## src/rtl/cpu_pkg.sv

```systemverilog
// Shared CPU front-end definitions: PC width, instruction size and the
// fetch-flush FSM state encoding.
package cpu_pkg;

    localparam int PC_WIDTH    = 32;
    localparam int INSTR_BYTES = 4;
    localparam int JUMP_IDX_W  = 26;
    // Wide enough for the largest reload value (FLUSH_CYCLES-1 <= 6).
    localparam int FLUSH_CNT_W = 3;

    typedef enum logic {
        IDLE  = 1'b0,
        FLUSH = 1'b1
    } flush_state_t;

endpackage

```

## src/rtl/next_pc_sel.sv

```systemverilog
// Combinational next-PC selection: jump target, then branch target,
// then sequential fall-through.
module next_pc_sel
    import cpu_pkg::*;
(
    input  logic [PC_WIDTH-1:0]   pc_plus4,
    input  logic                  pc_src,
    input  logic [PC_WIDTH-1:0]   branch_base,
    input  logic [PC_WIDTH-1:0]   branch_offset,
    input  logic                  jump,
    input  logic [JUMP_IDX_W-1:0] jump_index,
    output logic [PC_WIDTH-1:0]   next_pc,
    output logic                  redirect
);

    logic [PC_WIDTH-1:0] branch_target;
    logic [PC_WIDTH-1:0] jump_target;

    // Offset counts words; the add wraps modulo 2^32 by construction.
    assign branch_target = branch_base + (branch_offset << 2);
    assign jump_target   = {pc_plus4[PC_WIDTH-1:PC_WIDTH-4], jump_index, 2'b00};

    assign redirect = jump | pc_src;
    assign next_pc  = jump   ? jump_target   :
                      pc_src ? branch_target :
                               pc_plus4;

endmodule

```

## src/rtl/pc_update_unit.sv

```systemverilog
// Program counter register with redirect handling and fetch-flush FSM.
// Optional feature: define PC_MISALIGN_TRAP_EN to suppress misaligned redirects.
module pc_update_unit
    import cpu_pkg::*;
#(
    parameter logic [PC_WIDTH-1:0] RESET_PC     = 32'h0000_0000,
    parameter int                  FLUSH_CYCLES = 2
) (
    input  logic                  clock,
    input  logic                  reset,
    input  logic                  stall,
    input  logic                  pc_src,
    input  logic [PC_WIDTH-1:0]   branch_base,
    input  logic [PC_WIDTH-1:0]   branch_offset,
    input  logic                  jump,
    input  logic [JUMP_IDX_W-1:0] jump_index,
    output logic [PC_WIDTH-1:0]   pc_out,
    output logic [PC_WIDTH-1:0]   pc_plus4,
    output logic                  flush,
    output logic                  instr_valid,
    output logic                  misalign_err
);

    localparam logic [FLUSH_CNT_W-1:0] RELOAD = FLUSH_CNT_W'(FLUSH_CYCLES - 1);

    logic [PC_WIDTH-1:0]    next_pc;
    logic                   redirect;
    logic                   take;
    flush_state_t           state, state_next;
    logic [FLUSH_CNT_W-1:0] cnt, cnt_next;

    assign pc_plus4 = pc_out + PC_WIDTH'(INSTR_BYTES);

    next_pc_sel u_next_pc_sel (
        .pc_plus4      (pc_plus4),
        .pc_src        (pc_src),
        .branch_base   (branch_base),
        .branch_offset (branch_offset),
        .jump          (jump),
        .jump_index    (jump_index),
        .next_pc       (next_pc),
        .redirect      (redirect)
    );

`ifdef PC_MISALIGN_TRAP_EN
    logic misalign_hit;

    // A misaligned redirect is dropped entirely: no PC load, no flush.
    assign misalign_hit = redirect & (next_pc[1:0] != 2'b00);
    assign take         = redirect & ~misalign_hit;

    always_ff @(posedge clock or negedge reset) begin
        if (!reset) begin
            misalign_err <= 1'b0;
        end else if (misalign_hit) begin
            misalign_err <= 1'b1;
        end
    end
`else
    assign take         = redirect;
    assign misalign_err = 1'b0;
`endif

    // NOTE: sequential state uses non-blocking (<=) so every register samples
    // pre-edge values; blocking here would create order-dependent races.
    always_ff @(posedge clock or negedge reset) begin
        if (!reset) begin
            pc_out <= RESET_PC;
        end else if (take) begin
            pc_out <= next_pc;                 // redirect overrides stall
        end else if (!stall && !redirect) begin
            pc_out <= pc_plus4;
        end
    end

    always_ff @(posedge clock or negedge reset) begin
        if (!reset) begin
            state <= IDLE;
            cnt   <= '0;
        end else begin
            state <= state_next;
            cnt   <= cnt_next;
        end
    end

    // NOTE: defaults first so every path assigns every output (no latches).
    always_comb begin
        state_next = state;
        cnt_next   = cnt;
        unique case (state)
            IDLE: begin
                if (take) begin
                    state_next = FLUSH;
                    cnt_next   = RELOAD;
                end
            end
            FLUSH: begin
                if (take) begin
                    cnt_next = RELOAD;
                end else if (!stall) begin
                    if (cnt == '0) begin
                        state_next = IDLE;
                    end else begin
                        cnt_next = cnt - 1'b1;
                    end
                end
            end
            default: begin
                state_next = IDLE;
                cnt_next   = '0;
            end
        endcase
    end

    assign flush       = (state == FLUSH);
    assign instr_valid = ~flush;

endmodule

```

## config.mk

```make
export PLATFORM = sky130hd
export DESIGN_NAME = pc_update_unit
export DESIGN_NICKNAME = d
export VERILOG_FILES = /design/src/rtl/cpu_pkg.sv /design/src/rtl/next_pc_sel.sv /design/src/rtl/pc_update_unit.sv
export SDC_FILE = /design/constraint.sdc
export NUM_CORES = 1
export LEC_CHECK = 0
export ABC_AREA = 1
export CORE_UTILIZATION = 49
export DETAILED_ROUTE_END_ITERATION = 8
export PLACE_DENSITY_LB_ADDON = 0.08
export SLEW_MARGIN = 0
export SYNTH_ARGS = -nofsm -noshare
export SYNTH_HDL_FRONTEND = slang
export SYNTH_HIERARCHICAL = 1
export SYNTH_SLANG_ARGS = --single-unit
export TNS_END_PERCENT = 1
```

## constraint.sdc

```tcl
create_clock -name clock -period 2 [get_ports clock]
set_input_delay 0.4 -clock clock [delete_from_list [all_inputs] [get_ports clock]]
set_output_delay 0.4 -clock clock [all_outputs]
set_load 0.1 [all_outputs]
```

==> metrics.yaml <==
run_status:
  status: "finished, violations left"
  violations: "setup timing"
floorplanning:
  initial_core_util_pct: 50.81
  num_io_pins: 162
  die_w_um: 105.7
  rows: 37
  core_sq_mm: 0.01037
  die-area_sq_mm: 0.01117
  die_height_um: 105.7
synth:
  yosys_register_bits: 36
  synth_area_leader_cell: "nand2_1"
  synth.area.top_cells: "nand2_1, dfrtp_1, inv_1"
  yosysTopAreaCellShare_pct: 25.22
  synth_common_cells: "nand2_1, inv_1, nor2_1"
  yosysUniqueCellTypes: 37
  postSynth.asyncResetShare_pct: 100.0
  synth_cells: 913
  syn-mean-instance-area_sq_um: 5.771
  yosysMostFrequentCell: "nand2_1"
  synth_edf_count: 0
  syn_area_sq_mm: 0.005269
  yosys_warnings: 6
  yosysSeqAreaShare_pct: 17.10
  syn_nets: 1041
  ys.flop_type: "dfrtp_1"
grt:
  grt_remaining_overflow: 0
  grt_pass1_vias: 7320
  antenna_found_initial: 1
  grt_max_degree: 37
  grt_usage_pct: 39.92
  grt_first_pass_wirelength_um: 35360
worst_setup_path:
  end_kind: "flop"
  crit_required_ns: 2.21
  r2r_slack_ns: -0.48
  critPathMaxFanout: 5
  worstPathArrival_ns: 2.87
  startpoint: "branch_base[21]"
  worstSetupStartpointType: "input pin"
  r2r-start: "pc_out[2]"
  critPathKind: "in2reg"
clock_tree:
  clock_sinks: 36
  cts_made_buffers: 5
  clkLatencyLatePin_ns: 0.31
  path_clk_slew_ns: 0.09
  clockBufferDepth: 2
  h-tree-depth: 2
  cts_hold_buf: 0
  tritoncts: "done"
  cts_root_buffer: "clkbuf_8"
drt:
  routed_wl_um: 27710
  vias: 8167
  wl_per_cell_um: 20.91
  firstDrtPassIters: 8
  final_antenna_net_count: 0
  drc_errors: 0
  first_iter_violations: 1009
  vias_per_cell: 6.164
sta:
  post-route-period-util_pct: 132.8
  setup_viol: 53
  rsz0062_at_grt: "true"
  slew_headroom_pct: 62.39
  setup_ws_ns: -0.6554
  slew_viol_final: 0
  max_freq_mhz: 376.6
  final-hold-violation-count: 0
  clock_skew_ns: 0.01138
  period_needed_ns: 2.655
  worstMarginPinSlew_ns: 0.5635
layout:
  layout-drive-gt1-share_pct: 34.23
  final_nets: 1317
  nFillCells: 432
  n_antenna_cell: 0
  area.growth.synth_to_final_pct: 78.60
job:
  drv_cap: 0
min_path:
  worstHoldStart: "cnt[0]"
  min_path_type: "reg2reg"
pwr:
  p_leak_nw: 4.665
  p_per_area_mw_per_mm2: 688.9
  ir_drop_uv: 586.3
  p_total_w: 0.006483
place:
  dp_hpwl_um: 15450
  routabilityCongestion: 0.9388
  dpl_worst_slack_ns: -0.7010
  portBuffers: 158
## kinds of logic (layout without fill, tap and decap cells)
family          Yosys count  after routing  share of synthesized area (%)
simple gates            547            547                          45.05
xor+xnor                 28             28                          5.509
flops                    36             36                          17.10
fa+ha+maj                33             33                          7.979
buf+inv                 174            450                          12.82
other cells               1              1                        0.07117
compound gates           94             94                          11.47
## worst paths after layout
| check | endpoint | depth (start not counted) |
|---|---|---|
| min in group asynchronous | pc_out[19] | 2 |
| worst max-delay path | pc_out[25] | 15 |
| worst min-delay path | cnt[0] | 1 |
| worst min register to register | cnt[0] | 1 |
| max in group asynchronous | pc_out[2] | 2 |
| worst max register to register | pc_out[21] | 15 |
## worst max-delay path, cell delays in order
cell and delay, ns:
clkdlybuf4s50_1 0.48, ha_4 0.34, nand2_1 0.12, nor2_1 0.21
inv_1 0.15, nor2_1 0.23, nand3_1 0.22, nand3_1 0.14
nand2_1 0.07, nand3_2 0.11, nand2_1 0.08, nand2_1 0.07
o21ai_0 0.07, inv_1 0.09, nand2_1 0.06
## what timing repair did
action / CTS / global route
pin swaps: 21 / 20
setup buffers: 4 / 11
gates resized for setup: 64 / 81
gates cloned: 0 / 0
endpoints found under the setup margin: 53 / 58
## per-layer routing
metal  GRT usage (%)  share of wire, %  vias to the layer above
met4           22.22               9.9                        0
met3           5.937                11                      309
li1                -                 -                     3387
met5               0                 0                        -
met2           69.37                46                      780
met1           46.85                33                     3691
## per-stage QoR
step / TNS [ns] / hold slack [ns] / cells / cell area (sq um) / utilization, %
2_1_floorplan: -32.96 / 0.1044 / 913 / 5470 / -
3_3_place_gp: -14.65 / 0.4690 / 1303 / 8483 / 81.81
3_5_place_dp: -16.34 / 0.4860 / 1303 / 8483 / 81.81
4_1_cts: -10.70 / 0.4960 / 1314 / 8995 / 86.74
5_1_grt: -20.68 / 0.5315 / 1325 / 9410 / 90.75
6_report: -16.77 / 0.5065 / 1325 / 9410 / 90.75
## sequential cells by signal (all words and copies together), names as in the netlist
signal,flops
cnt,3
flush,1
pc_out,32
## layout by cell type (no fill, tap or decap), drive strengths merged
cell type      count
nand2            369
buf              197
inv              153
nor2              92
clkdlybuf4s50     77
nand3             61
dfrtp             36
ha                32
o21ai             25
a21oi             22
a22oi             18
xor2              17
o211ai            11
dlymetal6s2s      11
xnor2             11
a22o              10
nor3               9
nand3b             6
clkbuf             6
o21bai             5
dlygate4sd2        4
and2               4
or2                3
nand4              3
clkinvlp           1
o221ai             1
a31oi              1
conb               1
clkinv             1
a21o               1
fa                 1
## where the power goes
group	switching [W]	leakage (nW)	internal, W	total (W)
clock	0.000313	0.0410	0.000238	0.000552
combinational	0.00313	4.21	0.00177	0.00491
sequential	0.000180	0.414	0.000845	0.00102
## final cells by class
cell class / instances / area (sq um) / share of cell area [%]
Multi-Input combinational cell: 703 / 4557 / 48.42
Timing Repair Buffer: 289 / 3092 / 32.85
Clock inverter: 1 / 5.005 / 0.05318
Inverter: 154 / 581.8 / 6.183
Sequential cell: 36 / 932.1 / 9.906
Clock buffer: 6 / 72.57 / 0.7712
Tap cell: 136 / 170.2 / 1.808
No activity file was read; power rests on OpenSTA's default activity.
==> variant (same flow settings) <==
Register the input `branch_offset` before use, with the module's reset. The logic sees it one clock later. The other inputs are not delayed to match.
--- a/src/rtl/pc_update_unit.sv
+++ b/src/rtl/pc_update_unit.sv
@@ -24,4 +24,14 @@
     localparam logic [FLUSH_CNT_W-1:0] RELOAD = FLUSH_CNT_W'(FLUSH_CYCLES - 1);
 
+    logic [PC_WIDTH-1:0] branch_offset_q;
+
+    always_ff @(posedge clock or negedge reset) begin
+        if (!reset) begin
+            branch_offset_q <= '0;
+        end else begin
+            branch_offset_q <= branch_offset;
+        end
+    end
+
     logic [PC_WIDTH-1:0]    next_pc;
     logic                   redirect;
@@ -36,5 +46,5 @@
         .pc_src        (pc_src),
         .branch_base   (branch_base),
-        .branch_offset (branch_offset),
+        .branch_offset (branch_offset_q),
         .jump          (jump),
         .jump_index    (jump_index),
Check against the original RTL: not equivalent (a bounded check fails within 4 cycles, from zero or initial values and one cycle with reset low).
==> variant against the unedited design <==
  * The run still ends with setup timing left
  * Total power up 24%
  * Setup slack improved by 280 ps
  * Area after synthesis up 15%
  * Clock power rose to 3.0 times the old value
  * Final area is 8.9% higher
  * Sequential cell count up 30
  * Routed wire length fell by 16%
  * Utilization shrank 5.4 points
  * Sequential power grew 62%
  * Via count shrank 8.9%
  * Highest routed layer unchanged
==> variant: results (changes against the unedited design) <==
CP max-delay cell -> dfrtp_4
Minimum setup slack among reg-to-reg paths -> -300 ps (+180 ps)
Largest regs -> pc_out: 32 flops, branch_offset_q: 30 flops, cnt: 3 flops
Placed Area -> 9330 um^2 (+10%)
Setup crit end -> pc_plus4[19]
Dpl ws -> -710 ps (-8.80 ps)
Initial antenna violation count -> 0 (-1)
Reg clk slew, reported paths -> 60 ps (-30 ps)
DRT iter0 DRCs -> 487 (-52%)
Vias in the first global route -> 7291 (-0.40%)
Detailed Routing Iterations Pass 1 -> 6 (-2)
CP delay by family, top -> simple AND/OR/NAND/NOR gates
First-pass GRT wire length -> 35.2 mm (-0.39%)
Final setup fails -> 51 (-3.8%)
Internal Power -> 4280 uW (+50%)
Critical R2R Launch -> branch_offset_q[9]
Final worst slack -> -371 ps (+285 ps)
Worst r2r dst -> pc_out[23]
Post-DR wirelength/cell -> 17.0 um (-19%)
Placer Congestion -> 0.895 (-4.7%)
Detail Placement HPWL -> 16.1 mm (+4.2%)
Vias -> 7437 (-8.9%)
H-tree depth -> 3 (+1)
Reg2Reg Depth -> 17 (+2)
Nets -> 1345 (+2.1%)
Setup_tns -> -12400 ps (+4380 ps)
Post-Syn Area per Cell -> 6.40 um^2 (+11%)
Status -> finished with violations
Later-pin clock latency in the skew report -> 350 ps (+40 ps)
Maximum vdd ir drop -> 0.610 mV (+4.0%)
Worst Setup SP -> pc_out[3]
CTS Buf Count -> 9 (+4)
Crit-path max cell delay -> 420 ps (-60 ps)
Post-Syn Nets -> 1074 (+3.2%)
Post-route clock skew -> 9.91 ps (-1.48 ps)
CTS root buf -> clkbuf_16
Worst Path Arrival -> 1970 ps (-900 ps)
Leak Pwr -> 0.00506 uW (+8.5%)
Ys Warns -> 6 (unchanged)
ANT cells -> 0 (unchanged)
Placed cells -> 1351 (+3.7%)
Violated checks -> setup timing
GRT Total Usage -> 0.358 (-0.0416)
Largest net degree at the start of global routing -> 67 (+81%)
Final wirelength -> 23.3 mm (-16%)
Hold crit path type -> in -> async
Fraction of layout cells with a size suffix above 1 -> 0.331 (-0.0109)
==> variant: worst register-to-register path, cell delays in order, from the launching register on <==
cell and delay (ps):
dfrtp_1 410, ha_4 310, nand2_2 90, buf_4 160
nor2_2 180, inv_2 90, nor3_2 170, nand2_1 130
nand2_4 130, nand2_2 70, nand2_1 50, nand2_1 50
nand3_1 80, nand2_1 50, nand2_1 60, o21ai_0 70
inv_1 60, nand2_1 50
==> variant: timing repair <==
item	4_1_cts	5_1_grt
pin swaps	27	15
setup buffers	2	0
gates resized for setup	68	45
endpoints found under the setup margin	54	55
==> variant: layer usage <==
metal / wire length [um] / vias up / track usage / part of all wire
met5: 0 / - / 0 / 0
met4: 1120 / 0 / 0.187 / 0.048
met3: 1760 / 90 / 0.0584 / 0.075
met2: 11500 / 423 / 0.633 / 0.49
met1: 8920 / 3450 / 0.415 / 0.38
li1: - / 3474 / - / -
==> variant: power groups by stage <==
stage	Sequential, uW	Combinational (uW)	Clock (uW)
finish	1650	4760	1660
global route	1670	4960	1730
CTS	1650	4600	1660
detailed placement	1660	4440	0
global placement	1650	4390	0
floorplan	2420	1930	0
==> variant: layout make-up <==
type	instances	area, um^2
Clock buffer	14	264
Sequential cell	66	1690
Fill cell	722	1760
Timing Repair Buffer	280	3000
Multi-Input combinational cell	705	4490
Clock inverter	2	35.0
Inverter	155	584
Tap cell	147	184
==> variant: through the flow <==
stage                     hold slack (ps)  total power [uW]
after floorplan                       104              4350
after CTS                            96.7              7900
after detailed placement              457              6100
after global routing                 93.3              8350
final                                54.9              8070
after global placement                451              6040
